`config.mk`:
```
export PLATFORM = sky130hd
export DESIGN_NAME = bit_slice
export DESIGN_NICKNAME = d
export VERILOG_FILES = /design/src/rtl/cond_negator.sv /design/src/rtl/bit_slice.sv
export SDC_FILE = /design/constraint.sdc
export NUM_CORES = 1
export LEC_CHECK = 0
export CAP_MARGIN = 20
export CORE_MARGIN = 2
export CORE_UTILIZATION = 23
export CTS_CLUSTER_SIZE = 28
export DETAILED_ROUTE_END_ITERATION = 12
export GPL_TIMING_DRIVEN = 0
export PLACE_DENSITY = 0.71
export SLEW_MARGIN = 20
export SYNTH_ARGS = -nofsm -noshare
export SYNTH_HDL_FRONTEND = slang
export SYNTH_SLANG_ARGS = --single-unit
```
`constraint.sdc`:
```
create_clock -name Clock -period 1.2 [get_ports Clock]
set_input_delay 0.3 -clock Clock [delete_from_list [all_inputs] [get_ports Clock]]
set_output_delay 0.3 -clock Clock [all_outputs]
set_load 0.005 [all_outputs]
```
`src/rtl/cond_negator.sv`:
```
// Conditional two's-complement negator cell: invert the bit on request and
// ripple the +1 carry upward through the neighbouring slices.
module cond_negator (
    input  logic in,
    input  logic inv,
    input  logic cin,
    output logic sum,
    output logic cout
);

    logic x;

    assign x    = in ^ inv;
    assign sum  = x ^ cin;
    assign cout = x & cin;

endmodule

```
`src/rtl/bit_slice.sv`:
```
// One bit of the bit-sliced serial shift/subtract divider: DIVL/DIVH/ACC/RESULT
// state, four conditional negators, trial-subtract full adder, scan chain.
module bit_slice (
    input  logic Clock,
    input  logic nReset,
    input  logic Operand1,
    input  logic Operand2,
    input  logic INV_OP1,
    input  logic INV_OP2,
    input  logic OP1_INV_Cin,
    input  logic OP2_INV_Cin,
    output logic OP1_INV_Cout,
    output logic OP2_INV_Cout,
    input  logic LOAD_DIVL,
    input  logic LOAD_DIVH,
    input  logic DIVL_P,
    input  logic DIVH_P,
    output logic DIVL_1,
    output logic DIVH_1,
    output logic DIVH_0,
    input  logic DIVH_0_P,
    input  logic ACC_Cin,
    output logic ACC_Cout,
    input  logic LOAD_ACC,
    input  logic STORE_ACC,
    input  logic INV_REM,
    input  logic ACC_INV_Cin,
    output logic ACC_INV_Cout,
    input  logic STORE_REM,
    output logic Remainder,
    input  logic RESULT_P,
    input  logic RESULT_nP_0,
    output logic RESULT_1,
    input  logic INV_RESULT,
    input  logic RESULT_INV_Cin,
    output logic RESULT_INV_Cout,
    input  logic STORE_QUOT,
    output logic Quotient,
    input  logic Test,
    input  logic SDI
);

    logic divl_q, divh_q, acc_q, result_q;
    logic op1_sum, op2_sum, rem_sum, res_sum;
    logic add_sum;

    cond_negator u_op1_neg (
        .in(Operand1), .inv(INV_OP1), .cin(OP1_INV_Cin),
        .sum(op1_sum), .cout(OP1_INV_Cout)
    );

    cond_negator u_op2_neg (
        .in(Operand2), .inv(INV_OP2), .cin(OP2_INV_Cin),
        .sum(op2_sum), .cout(OP2_INV_Cout)
    );

    cond_negator u_rem_neg (
        .in(acc_q), .inv(INV_REM), .cin(ACC_INV_Cin),
        .sum(rem_sum), .cout(ACC_INV_Cout)
    );

    cond_negator u_res_neg (
        .in(result_q), .inv(INV_RESULT), .cin(RESULT_INV_Cin),
        .sum(res_sum), .cout(RESULT_INV_Cout)
    );

    // Trial subtraction: B input is the already-complemented divisor bit.
    assign add_sum  = acc_q ^ DIVH_0_P ^ ACC_Cin;
    assign ACC_Cout = (acc_q & DIVH_0_P) | (acc_q & ACC_Cin) | (DIVH_0_P & ACC_Cin);

    // Scan order: SDI -> DIVL -> DIVH -> ACC -> RESULT.
    always_ff @(posedge Clock or negedge nReset) begin
        if (!nReset) begin
            divl_q   <= 1'b0;
            divh_q   <= 1'b0;
            acc_q    <= 1'b0;
            result_q <= 1'b0;
        end else begin
            if (Test)           divl_q <= SDI;
            else if (LOAD_DIVL) divl_q <= op1_sum;
            else                divl_q <= DIVL_P;

            if (Test)           divh_q <= divl_q;
            else if (LOAD_DIVH) divh_q <= op2_sum;
            else                divh_q <= DIVH_P;

            if (Test)           acc_q <= divh_q;
            else if (LOAD_ACC)  acc_q <= add_sum;
            else if (STORE_ACC) acc_q <= divh_q;

            if (Test)              result_q <= acc_q;
            else if (!RESULT_nP_0) result_q <= RESULT_P;
        end
    end

    assign DIVL_1    = divl_q;
    assign DIVH_1    = divh_q;
    assign DIVH_0    = ~divh_q;
    assign RESULT_1  = result_q;
    assign Remainder = STORE_REM  ? rem_sum : 1'b0;
    assign Quotient  = STORE_QUOT ? res_sum : 1'b0;

endmodule

```
==> results of run 1 <==
-- registers in the layout, summed over array words and instances, names as in the netlist --
| signal | cells |
|---|---|
| acc_q | 1 |
| DIVH_1 | 1 |
| RESULT_1 | 1 |
| DIVL_1 | 1 |
-- placed cells by master, fill, tap and decap left out --
cell	count
inv_2	1
xor2_1	4
o21ai_0	2
or3_1	1
clkbuf_2	1
and2_4	2
dfrtp_1	4
nand2_1	3
a21oi_1	1
clkdlybuf4s50_1	14
buf_2	9
dlygate4sd2_1	8
nand2b_1	1
buf_6	4
o21ai_1	1
mux2i_1	3
buf_4	1
clkbuf_4	3
ha_2	4
nor2_2	1
a221oi_2	1
fa_2	1
clkdlybuf4s15_1	1
-- stage by stage --
step                      setup slack, ns  cells  area (um^2)
after floorplan                   -0.0330     31          319
final                              -0.412     86          698
after CTS                          -0.474     86          676
after global routing               -0.487     86          698
after detailed placement           -0.855     81          688
after global placement             -0.839     81          688
-- worst max path at each step --
| stage | slack (ns) | cells past startpoint | endpoint |
|---|---|---|---|
| after global routing | -0.49 | 4 | Quotient |
| final | -0.41 | 4 | Quotient |
| after global placement | -0.84 | 5 | Remainder |
| after floorplan | -0.03 | 3 | Remainder |
| after CTS | -0.47 | 4 | Quotient |
| after detailed placement | -0.86 | 5 | Quotient |
-- report_power, final --
part	switching, uW	internal, uW	leakage [uW]
registers	14.4	154	0.0000478
clock network	50.5	112	0.0000138
logic	94.1	183	0.000274
total	159	449	0.000336
-- routing by layer --
layer	vias to the layer above	global-route usage, %
met2	26	22.7
met4	0	2.42
met1	169	8.77
met3	0	7.07
met5	-	0
li1	186	-
-- what timing repair did --
item	CTS	global route
setup buffers	2	0
setup endpoints to repair	14	10
gates resized for setup	59	9
pin swaps	8	7
-- kinds of logic after synthesis --
family | count (synthesis) | share of synthesized area [%]
flops | 4 | 31.4
simple gates | 8 | 12.5
xor+xnor | 4 | 11.0
fa+ha+maj | 5 | 22.0
mux | 3 | 9.41
compound gates | 5 | 9.02
buf+inv | 2 | 4.70
-- layout make-up --
class | instances | share of cell area [%]
Inverter | 1 | 0.538
Sequential cell | 4 | 14.3
Multi-Input combinational cell | 25 | 33.0
Tap cell | 15 | 2.69
Clock buffer | 3 | 3.23
Buffer | 1 | 1.61
Timing Repair Buffer | 37 | 44.6
-- worst max-delay path: cells and delay by family, from the launching register on --
family / cells / cell delay (ns)
xor gates and xnor gates: 1 / 0.17
adders and majority gates: 1 / 0.29
buffers and inverters: 1 / 0.10
DFF: 1 / 0.39
and+or+nand+nor: 1 / 0.13
==> metrics.cfg, run 1 <==
[yosys]
yosysTopAreaCell = dfrtp_1
synth_cell_types = 16
avgSynthCellArea_um2 = 10.3
synth_area_leaders = dfrtp_1, ha_1, xor2_1
synth_common_cells = dfrtp_1, ha_1, xor2_1
ys_ff_latch = 4
synth_top_area_share_pct = 31.4
synthArstFlopShare_pct = 100
yosysSeqAreaShare_pct = 31.4
synth_edf_count = 0
synth_fp_nets = 62
synthFlopType = dfrtp_1
synth_cells = 31
ys.warnings.count = 0
synth_area_um2 = 319

[critical_path]
crit_path_start_kind = flop
cp.arrival_ns = 1.31
r2r_slack_ns = -0.17
r2r-end = acc_q
worstPathCellList = xor2_1, ha_2, and2_4, buf_6
crit_type = reg -> out
required_ns = 0.90
crit_slowest_cell = dfrtp_1
end_kind = output pin
crit_start = RESULT_1
max_stage_delay_ns = 0.39
r2r.worst_path.cells = 4
cp_max_fo = 3
reg2reg_from = acc_q

[cells_and_area]
drive_gt1_share_pct = 39.4
fin_util_pct = 53.7
nFillCells = 132
diodes = 0
fin_nets = 104
seqCellArea_um2 = 100
multi_input_area_um2 = 230
syn2layout_area_growth_pct = 119

[routing]
top_layer_used = met3
avgViaCountPerCell = 4.43
wl_per_cell_um = 10.2
met1_length_um = 271
wl_met2_um = 455
first_iter_violations = 0
vias = 381
routed_wl_um = 876
met3WireLength_um = 149
postRouteAntennaNets = 0
first_pass_iters = 1
drcViolationCount = 0

[sta]
maxSlewHeadroom_pct = 88.1
worst_pin_slew_ns = 0.177
rsz0062_at_grt = true
finalHoldViolCount = 0
fin_ws_ns = -0.412
setup_viol_count_final = 6
period_minus_slack_ns = 1.61
post-route-period-util_pct = 134
slew_viol_final = 0
holdWs_ns = 0.267
fmax_mhz = 620
skew_ns = 0.00386
setup_tns_ns = -1.58

[placement]
port_buffers = 35
place.gp.congestion = 0.625
place_hpwl_um = 717

[grt]
grt_antenna_before_repair = 0
grt_pass1_wl_um = 1190
grt_pass1_vias = 357
gr-total-overflow = 0
grt_max_degree = 10
track_usage_pct = 11.3

[flow_run]
max-cap-violations = 0

[cts]
clk_pin_slew_ns = 0.04
h-tree-depth = 1
max-clock-path-buffers = 2
clk_latency_ns = 0.23
hold_buffers = 0
numClockSinks = 4
root_buffer = clkbuf_4
cts_tree = yes
cts_buffers = 3

[outcome]
status = complete, but fails checks
failed_checks = negative setup slack

[power]
powerDensity_nw_per_um2 = 871
power_uw = 608
peakVddDrop_mv = 0.552
p_leak_uw = 0.000336

[die]
dieArea_um2 = 1700
rows = 13
initial_core_util_pct = 24.5
die_height_um = 41.2
design.portCount = 37
coreArea_um2 = 1300
die_w_um = 41.2

[min_path]
hold_path_class = in -> async

(Power assumes the default switching activity.)
==> inputs of run 2 (changes only) <==
REMOVE_ABC_BUFFERS = 1   (was default)
==> run 2 against run 1 <==
Effect of this change: the flow still finishes with violations (negative setup slack); register-to-register slack about the same; via count rose by 0.52%; sequential power about the same; power shrank 0.82%; final area increased by 0.54%; critical endpoint is now Remainder; largest cell class unchanged; largest power group unchanged.
==> metrics.cfg, run 2 (synthesis gave the netlist of run 1 again) <==
[outcome]
status = complete, but fails checks
failed_checks = negative setup slack

[die]
design.portCount = 37  ; unchanged
rows = 13  ; unchanged
initial_core_util_pct = 24.5  ; unchanged
die_w_um = 41.2  ; unchanged
coreArea_um2 = 1300  ; unchanged
die_height_um = 41.2  ; unchanged
dieArea_um2 = 1700  ; unchanged

[cells_and_area]
fin_nets = 105  ; +0.96%
final_cell_mix = clkdlybuf4s50_1, buf_2, dlygate4sd2_1
syn2layout_area_growth_pct = 120
diodes = 0  ; unchanged
final_common_cell = clkdlybuf4s50_1
drive_gt1_share_pct = 38.9  ; -0.55 points

[routing]
first_iter_violations = 1  ; +1
routed_wl_um = 844  ; -3.7%
first_pass_iters = 2  ; +1
wl_per_cell_um = 9.70  ; -4.8%
postRouteAntennaNets = 0  ; unchanged
drcViolationCount = 0  ; unchanged
avgViaCountPerCell = 4.40  ; -0.63%
vias = 383  ; +0.52%

[cts]
clk_latency_ns = 0.23  ; about the same
cts_buffers = 3  ; unchanged
clk_pin_slew_ns = 0.04  ; about the same
root_buffer = clkbuf_4
h-tree-depth = 1  ; unchanged
numClockSinks = 4  ; unchanged
max-clock-path-buffers = 2  ; unchanged
cts_tree = yes

[grt]
grt_pass1_wl_um = 1360  ; +14%
track_usage_pct = 12.1  ; +0.82 points
grt_antenna_before_repair = 0  ; unchanged
grt_max_degree = 10  ; unchanged
grt_pass1_vias = 333  ; -6.7%
gr-total-overflow = 0  ; unchanged

[sta]
period_minus_slack_ns = 1.59  ; -0.0190 ns
skew_ns = 0.00367  ; -0.000187 ns
rsz0062_at_grt = true
post-route-period-util_pct = 133  ; -1.6 points
fmax_mhz = 628  ; +1.2%
fin_ws_ns = -0.393  ; +0.0190 ns
worst_pin_slew_ns = 0.326  ; +0.149 ns
setup_viol_count_final = 6  ; unchanged
slew_viol_final = 0  ; unchanged
finalHoldViolCount = 0  ; unchanged
maxSlewHeadroom_pct = 78.2  ; -9.9 points

[critical_path]
cp_max_fo = 2  ; -1
crit_slowest_cell = dfrtp_1
crit_path_start_kind = flop
crit_start = acc_q
reg2reg_from = acc_q
max_stage_delay_ns = 0.38  ; about the same
cp.arrival_ns = 1.29  ; -0.02 ns
worstPathCellList = xor2_1, ha_2, and2_4, buf_6
required_ns = 0.90  ; about the same
end_kind = output pin
crit_type = reg -> out

[placement]
port_buffers = 36  ; +2.9%
place.gp.congestion = 0.585  ; -6.4%
post-place-ws_ns = -0.850  ; +0.00538 ns
place_hpwl_um = 740  ; +3.2%

[power]
peakVddDrop_mv = 0.525  ; -5.0%
p_leak_uw = 0.000343  ; +2.2%
power_uw = 603  ; -0.82%
powerDensity_nw_per_um2 = 859  ; -1.4%

[flow_run]
max-cap-violations = 0  ; unchanged

[min_path]
hold_path_class = in -> async

## run 2: timing repair
| item | CTS | global route |
|---|---|---|
| pin swaps | 9 | 3 |
| hold buffers | 0 | 0 |
| setup buffers | 3 | 0 |
| resized for setup | 61 | 11 |
| endpoints found under the hold margin | 0 | 0 |
| setup endpoints to repair | 14 | 10 |
## run 2: path summary, 6_finish.rpt
kind	to	cells past startpoint	slack, ns
setup / recovery	Remainder	4	-0.39
hold / removal	RESULT_1	1	0.28
setup reg to reg	acc_q	4	-0.16
hold reg to reg	DIVH_1	2	0.51
max in group asynchronous	DIVH_1	1	0.75
min in group Clock	DIVH_1	3	0.49
## run 2: critical path, delay by kind of cell (launching register included)
kind	cells	cell delay, ns
buf+inv	1	0.10
simple gates	1	0.13
fa+ha+maj	1	0.28
flops	1	0.38
xor+xnor	1	0.17
## run 2: per-stage QoR
stage	instance area [um^2]	cells	setup TNS (ns)	hold WS [ns]	utilization [%]
6_report	702	87	-1.51	0.277	53.9
5_1_grt	702	87	-1.98	0.283	53.9
4_1_cts	683	87	-1.69	0.281	52.5
3_5_place_dp	687	81	-6.34	0.494	52.8
3_3_place_gp	687	81	-6.14	0.477	52.8
2_1_floorplan	308	30	-0.128	0.00441	-
## run 2: cell type report
cell class              instances  area, um^2
fillers                       130         599
repair buffers                 39         329
multi-input cells              25         228
flip-flops and latches          4         100
clock buffers                   3        22.5
well taps                      15        18.8
inverters                       1        3.75
## run 2: layer usage
metal  part of all wire [%]  wire length [um]  track usage, %
met5                      0                 0               0
met2                     49               416            22.3
met1                     34               289            13.4
met3                     16               138            3.80
met4                      0                 0            2.42
## run 2: where the power goes
group | total [uW] | internal [uW] | leakage [uW] | switching [uW]
sequential | 169 | 154 | 0.0000478 | 14.1
combinational | 277 | 182 | 0.000281 | 94.6
clock | 158 | 111 | 0.0000138 | 46.4
==> inputs of run 3 (changes only) <==
CAP_MARGIN = 5   (was 20)
CORE_MARGIN = default   (was 2)
==> run 3 against run 2 <==
Effect of this change: the flow still finishes with violations (negative setup slack); sequential cell count did not move; power fell by 1.4%; final cell count did not move; maximum frequency rose by 0.32%; count of clock-buffer cells in the layout did not move; combinational power fell by 5%; final area fell by 2.1%; critical path type unchanged.
==> metrics.cfg, run 3 (synthesis gave the netlist of run 1 again) <==
[placement]
port_buffers = 36  ; unchanged
place.gp.congestion = 0.590  ; +0.96%
post-place-ws_ns = -0.841  ; +0.00884 ns
place_hpwl_um = 675  ; -8.8%
dp.cells = 81  ; unchanged

[critical_path]
r2r_slack_ns = -0.22  ; -0.06 ns
cp.arrival_ns = 1.29  ; about the same
required_ns = 0.90  ; about the same
crit_path_end = Remainder
r2r-end = acc_q
crit_start = acc_q
crit_path_start_kind = flop
cp_max_fo = 2  ; unchanged
crit_type = reg -> out
r2r.worst_path.cells = 4  ; unchanged
end_kind = output pin
reg2reg_from = acc_q

[sta]
fin_ws_ns = -0.388  ; +0.00510 ns
skew_ns = 0.00130  ; -0.00238 ns
fmax_mhz = 630  ; +0.32%
period_minus_slack_ns = 1.59  ; -0.00510 ns
setup_tns_ns = -1.58  ; -0.0744 ns
post-route-period-util_pct = 132  ; -0.43 points
slew_viol_final = 0  ; unchanged
worst_pin_slew_ns = 0.258  ; -0.0677 ns
maxSlewHeadroom_pct = 82.7  ; +4.5 points
setup_viol_count_final = 6  ; unchanged
rsz0062_at_grt = true
finalHoldViolCount = 0  ; unchanged

[grt]
track_usage_pct = 13.3  ; +1.2 points
grt_pass1_vias = 325  ; -2.4%
gr-total-overflow = 0  ; unchanged
grt_max_degree = 10  ; unchanged
grt_pass1_wl_um = 1210  ; -11%
grt_antenna_before_repair = 0  ; unchanged

[routing]
first_iter_violations = 1  ; unchanged
avgViaCountPerCell = 4.41  ; +0.26%
postRouteAntennaNets = 0  ; unchanged
drcViolationCount = 0  ; unchanged
vias = 384  ; +0.26%
routed_wl_um = 833  ; -1.3%
wl_per_cell_um = 9.57  ; -1.3%
first_pass_iters = 2  ; unchanged

[cts]
root_buffer = clkbuf_4
max-clock-path-buffers = 2  ; unchanged
clk_latency_ns = 0.23  ; about the same
cts_buffers = 3  ; unchanged
numClockSinks = 4  ; unchanged
hold_buffers = 0  ; unchanged
clk_pin_slew_ns = 0.04  ; about the same
h-tree-depth = 1  ; unchanged
cts_tree = yes

[die]
die_w_um = 39.2  ; -4.8%
coreArea_um2 = 1300  ; unchanged
dieArea_um2 = 1540  ; -9.5%
initial_core_util_pct = 24.5  ; unchanged
die_height_um = 39.2  ; -4.8%
rows = 13  ; unchanged
design.portCount = 37  ; unchanged

[cells_and_area]
syn2layout_area_growth_pct = 115
drive_gt1_share_pct = 34.7  ; -4.2 points
nFillCells = 130  ; unchanged
fin_nets = 105  ; unchanged
post_layout_nonfiller_instances = 87  ; unchanged
fin_util_pct = 52.8  ; -1.2 points
diodes = 0  ; unchanged
final_common_cell = clkdlybuf4s50_1
final_cell_mix = clkdlybuf4s50_1, buf_2, dlygate4sd2_1

[flow_run]
max-cap-violations = 0  ; unchanged

[outcome]
failed_checks = negative setup slack
status = complete, but fails checks

[power]
peakVddDrop_mv = 0.475  ; -9.4%
p_leak_uw = 0.000331  ; -3.4%
powerDensity_nw_per_um2 = 866  ; +0.81%

[min_path]
hold_path_class = in -> async

==> run 3: routing by layer <==
metal  vias up  track usage (%)  part of all wire, %
met5         -                0                    0
met4         0             10.3                    0
met3         0             10.4                   16
met2        25             20.8                   50
met1       170             10.8                   33
li1        189                -                    -
==> run 3: how the worst min path moves through the flow <==
stage | startpoint | to | slack [ns] | depth (start not counted)
finish | nReset | RESULT_1 | 0.27 | 1
global route | nReset | RESULT_1 | 0.27 | 1
CTS | nReset | RESULT_1 | 0.26 | 1
detailed placement | DIVL_1 | DIVH_1 | 0.49 | 2
global placement | DIVL_1 | DIVH_1 | 0.47 | 2
floorplan | nReset | DIVH_1 | 0.004 | 0
==> run 3: cell type report <==
cell class,instances,area (um^2),area share [%]
repair buffers,39,323,47.0
multi-input cells,25,219,31.9
flip-flops and latches,4,100,14.6
clock buffers,3,22.5,3.28
well taps,15,18.8,2.73
inverters,1,3.75,0.546
==> run 3: stage by stage <==
stage	power, uW	cell area [um^2]	hold slack [ns]
floorplan	252	308	0.00441
global placement	442	687	0.470
detailed placement	446	687	0.493
CTS	606	683	0.258
global route	653	687	0.271
finish	595	687	0.266
==> run 3: what timing repair did <==
item                       CTS  global route
hold endpoints to repair     0             0
setup buffers                3             0
gates resized for setup     58             4
setup endpoints to repair   14             9
pin swaps                    9             0
==> run 3: critical path, cell delays in order, from the launching register on <==
cell and delay (ns):
dfrtp_1 0.38, xor2_1 0.15, ha_2 0.28, and2_1 0.13, buf_2 0.12
==> run 3: where the power goes <==
part,switching [uW],internal (uW)
Sequential,11.9,154
Clock,54.2,112
Combinational,90.0,172
